==> src/rtl/shift_reg_sequencer.sv <==
// shift_reg_sequencer: drives the load, shift and clear strobes of an external shift register for one transfer at a time.
// Optional feature macro SHIFT_SEQ_DIV_EN adds the div port and a WAIT state that inserts idle cycles between shifts.
module shift_reg_sequencer #(
    parameter int Length    = 8,
    parameter int Cnt_Width = 8,
    parameter int Div_Width = 8
) (
    input  logic                 clk,
    input  logic                 sres,
    input  logic                 start,
    input  logic                 abort,
    input  logic                 msb_first,
    input  logic [Cnt_Width-1:0] num_bits,
`ifdef SHIFT_SEQ_DIV_EN
    input  logic [Div_Width-1:0] div,
`endif
    output logic                 sr_ld_en,
    output logic                 sr_shift_en,
    output logic                 sr_msb_out_first,
    output logic                 sr_clr,
    output logic                 busy,
    output logic                 done,
    output logic [Cnt_Width-1:0] bit_cnt
);

    localparam logic [Cnt_Width-1:0] LEN = Cnt_Width'(Length);

    typedef enum logic [2:0] {IDLE, LOAD, WAIT, SHIFT, DONE} state_t;

    state_t               state_q, state_d;
    logic                 dir_q, dir_d;
    logic [Cnt_Width-1:0] n_q, n_d, cnt_q, cnt_d;
    logic [Cnt_Width-1:0] cnt_inc, n_clamp;
    logic                 ld_q, ld_d, shift_q, shift_d, clr_q, clr_d;
    logic                 busy_q, busy_d, done_q, done_d;
    logic                 go, gap, wait_end;

    assign go      = (state_q == IDLE) && start && !abort;
    assign cnt_inc = cnt_q + 1'b1;
    assign n_clamp = (num_bits == '0 || num_bits > LEN) ? LEN : num_bits;

`ifdef SHIFT_SEQ_DIV_EN
    logic [Div_Width-1:0] div_q, div_d, wait_q, wait_d;

    assign gap      = div_q != '0;
    assign wait_end = wait_q == Div_Width'(1);

    // capture div at start; the gap counter reloads outside WAIT and counts down inside it
    always_comb begin
        div_d  = go ? div : div_q;
        wait_d = (state_q == WAIT) ? wait_q - 1'b1 : div_q;
    end

    // divider registers
    always_ff @(posedge clk or posedge sres) begin
        if (sres) begin
            div_q  <= '0;
            wait_q <= '0;
        end else begin
            div_q  <= div_d;
            wait_q <= wait_d;
        end
    end
`else
    localparam int unused_div_width = Div_Width;

    assign gap      = 1'b0;
    assign wait_end = 1'b1;
`endif

    // next state, captured transfer settings and registered strobes
    always_comb begin
        state_d = state_q;
        dir_d   = dir_q;
        n_d     = n_q;
        cnt_d   = (state_q == SHIFT) ? cnt_inc : cnt_q;
        if (go) begin
            state_d = LOAD;
            dir_d   = msb_first;
            n_d     = n_clamp;
            cnt_d   = '0;
        end else if (state_q != IDLE && abort) begin
            state_d = IDLE;
        end else begin
            case (state_q)
                LOAD:    state_d = gap ? WAIT : SHIFT;
                WAIT:    state_d = wait_end ? SHIFT : WAIT;
                SHIFT:   state_d = (cnt_inc == n_q) ? DONE : (gap ? WAIT : SHIFT);
                default: state_d = IDLE;
            endcase
        end
        ld_d    = state_d == LOAD;
        shift_d = state_d == SHIFT;
        done_d  = state_d == DONE;
        busy_d  = state_d != IDLE;
        clr_d   = (state_q != IDLE) && abort;
    end

    // state and output registers
    always_ff @(posedge clk or posedge sres) begin
        if (sres) begin
            state_q <= IDLE;
            dir_q   <= 1'b0;
            n_q     <= '0;
            cnt_q   <= '0;
            ld_q    <= 1'b0;
            shift_q <= 1'b0;
            clr_q   <= 1'b0;
            busy_q  <= 1'b0;
            done_q  <= 1'b0;
        end else begin
            state_q <= state_d;
            dir_q   <= dir_d;
            n_q     <= n_d;
            cnt_q   <= cnt_d;
            ld_q    <= ld_d;
            shift_q <= shift_d;
            clr_q   <= clr_d;
            busy_q  <= busy_d;
            done_q  <= done_d;
        end
    end

    assign sr_ld_en         = ld_q;
    assign sr_shift_en      = shift_q;
    assign sr_msb_out_first = dir_q;
    assign sr_clr           = clr_q;
    assign busy             = busy_q;
    assign done             = done_q;
    assign bit_cnt          = cnt_q;

endmodule

==> config.mk <==
export PLATFORM = sky130hd
export DESIGN_NAME = shift_reg_sequencer
export DESIGN_NICKNAME = d
export VERILOG_FILES = /design/src/rtl/shift_reg_sequencer.sv
export SDC_FILE = /design/constraint.sdc
export NUM_CORES = 1
export LEC_CHECK = 0
export CAP_MARGIN = 25
export CELL_PAD_IN_SITES_DETAIL_PLACEMENT = 1
export CELL_PAD_IN_SITES_GLOBAL_PLACEMENT = 2
export CORE_MARGIN = 10
export CORE_UTILIZATION = 30
export CTS_CLUSTER_SIZE = 28
export DETAILED_ROUTE_END_ITERATION = 6
export PLACE_DENSITY_LB_ADDON = 0.1
export SYNTH_ARGS = -nofsm -noshare
export SYNTH_HDL_FRONTEND = slang
export SYNTH_SLANG_ARGS = --single-unit
==> constraint.sdc <==
create_clock -name clk -period 4.2 [get_ports clk]
set_input_delay 0.84 -clock clk [delete_from_list [all_inputs] [get_ports clk]]
set_output_delay 0.84 -clock clk [all_outputs]
set_load 0.01 [all_outputs]
==> results.cfg <==
[global_routing]
grt_pass1_wl_microns = 5310
use_met3_pct = 3.03
grt_overflow = 0
grt_max_degree = 26
track_usage_pct = 9.16
use_met1_pct = 11.7
grt-busiest-layer = met2
grt_pass1_vias = 1047
antenna_found_initial = 0
use_met2_pct = 14.3

[die]
dieArea_sq_mm = 0.00689
core_sq_mm = 0.00374
num_rows = 22
pin_count = 27
start_util_pct = 31.8
die_w_microns = 83.0
die_h_microns = 83.0

[clock_network]
numCtsBuffers = 3
cts.clk_slew.worst_paths_ns = 0.09
root_buffer = clkbuf_8
postCtsSetupRepairBufs = 0
holdBufCountCts = 0
htreeDepth = 1
clock_sinks = 25
clock_latency_ns = 0.27
cts_max_path_buffers = 2
cts_resized = 0
cts_tree = done

[layout]
fin_nets = 158
fin_cells = 191
drive_above_1_share_pct = 6.99
final_common_cell = clkdlybuf4s50_1
n_antenna_cell = 0
layout_common_cells = 26 x clkdlybuf4s50_1, 25 x dfrtp_1, 12 x nor2_1, 11 x nand2_1, 10 x o21ai_0
synthToLayoutAreaGrowth_pct = 31.7
nFillCells = 436

[drt]
drt_iter0_drc = 25
drt-wirelength-per-cell_microns = 15.7
drcViolationCount = 0
vias_per_cell = 4.95
vias = 945
postRouteAntennaNets = 0
dr.pass1.iters = 4
finalWirelength_microns = 3000

[power_and_ir_drop]
ir_worst_vdd_v = 0.000138
p_leak_nw = 0.653
powerDensity_mw_per_mm2 = 366

[logic_synthesis]
synth_seq_cells = 25
ys_types = 33
synth_edf_count = 0
syn_avg_cell_area_sq_um = 10.4
syn-num-nets = 129
async_flop_share_pct = 100
syn-cell-area_sq_mm = 0.00119
ys_warn_count = 0
syn_inst = 115
ys.flop_type = dfrtp_1
seq_area_frac_synth_pct = 52.5

[sta]
finalClockSkew_ns = 0.00271
tns_ns = 0
setup_violations = 0
rsz0062_at_grt = no
timing.fmax_mhz = 412
fin_crit_sh_pct = 57.8
worst_pin_slew_ns = 0.450
min_period_ns = 2.43
finalHoldViolCount = 0
slew_headroom_pct = 69.9
final_max_slew_viol_count = 0

[setup_path]
critPathLaunchType = input port
r2r_cells = 6
crit_required_ns = 4.37
r2r-end = done$_DFF_PP0_
worstSetupPathType = in2reg
cp_max_fo = 13
reg2reg_slack_ns = 2.20
timing.critical_path.to_type = flop
regToRegStartpoint = bit_cnt[0]$_DFFE_PP0P_
cp.arrival_ns = 2.60

[placement]
dp.cells = 186
port_buffers = 26
gp_congestion = 0.740
dpl.hpwl_microns = 2300

[status]
status = finished clean

[worst_hold_path]
holdPathEnd = sr_msb_out_first$_DFFE_PP0P_
hp-class = reg2reg
min_path_cells = 2
hold_path_startpoint = sr_msb_out_first$_DFFE_PP0P_

[job]
drv_cap = 0
-- through the flow --
stage	cell area [sq um]	setup WS (ns)	power [mW]	util, %	hold slack (ns)
2_1_floorplan	1190	2.37	0.363	-	0.470
3_3_place_gp	1490	1.55	0.430	39.9	0.480
3_5_place_dp	1490	1.49	0.432	39.9	0.472
6_report	1570	1.77	0.574	41.9	0.495
4_1_cts	1540	1.78	0.583	41.2	0.502
5_1_grt	1570	1.53	0.614	41.9	0.546
-- worst max-delay path, stage by stage --
cell             delay [ns]
clkdlybuf4s50_1        0.53
nor2_1                 0.10
nand3_1                0.34
inv_1                  0.15
nor2_1                 0.40
o21ai_0                0.16
o41ai_1                0.08
-- synth_stat cells, drive strengths merged (2+ instances only) --
| master | instances | share of area [%] |
|---|---|---|
| dfrtp | 25 | 53 |
| nor2 | 12 | 3.8 |
| o21ai | 12 | 5.0 |
| nand2 | 11 | 3.5 |
| and2 | 7 | 3.7 |
| xnor2 | 7 | 5.1 |
| nand3 | 5 | 2.9 |
| nor3 | 5 | 2.1 |
| a22o | 3 | 2.2 |
| nor4 | 3 | 2.8 |
| clkbuf | 2 | 0.63 |
| inv | 2 | 0.63 |
| o31a | 2 | 1.5 |
| o41ai | 2 | 1.5 |
| xor2 | 2 | 1.5 |
-- registers in the layout (all words and copies together) (netlist names) --
| name | count |
|---|---|
| bit_cnt | 8 |
| busy | 1 |
| done | 1 |
| n_q | 8 |
| sr_clr | 1 |
| sr_ld_en | 1 |
| sr_msb_out_first | 1 |
| sr_shift_en | 1 |
| state_q | 3 |
-- cells by family after synthesis --
| logic type | after synthesis | synth area share [%] |
|---|---|---|
| AOI/OAI and AO/OA | 26 | 15.4 |
| xor gates and xnor gates | 9 | 6.62 |
| adders and majority gates | 1 | 1.05 |
| buffers and inverters | 5 | 2.21 |
| DFF | 25 | 52.5 |
| and+or+nand+nor | 49 | 22.2 |
-- report_power, final --
group	switching (mW)	internal (mW)	leakage, nW	total, mW
Clock	0.0799	0.0672	0.0217	0.147
Combinational	0.0658	0.0723	0.296	0.138
Sequential	0.0270	0.261	0.336	0.288
-- metal layers --
| layer | vias to the layer above | share of wire, % |
|---|---|---|
| met5 | - | 0 |
| met4 | 0 | 0.33 |
| met3 | 2 | 4.4 |
| met2 | 17 | 47 |
| met1 | 462 | 49 |
| li1 | 464 | - |
-- final cells by class --
class	instances	area, sq um	area share (%)
well taps	48	60.1	3.83
repair buffers	27	288	18.3
flip-flops and latches	25	626	39.9
clock buffers	3	41.3	2.63
multi-input cells	85	539	34.4
clock inverters	1	7.51	0.478
inverters	2	7.51	0.478
-- worst max-delay path by stage --
stage,startpoint,to,slack [ns],cells after the start
finish,abort,bit_cnt[7]$_DFFE_PP0P_,1.77,7
global route,abort,bit_cnt[7]$_DFFE_PP0P_,1.53,7
CTS,abort,bit_cnt[7]$_DFFE_PP0P_,1.78,7
detailed placement,abort,bit_cnt[7]$_DFFE_PP0P_,1.49,7
global placement,abort,bit_cnt[2]$_DFFE_PP0P_,1.55,7
floorplan,num_bits[4],n_q[0]$_DFFE_PP0P_,2.37,3
(Power assumes the default switching activity.)
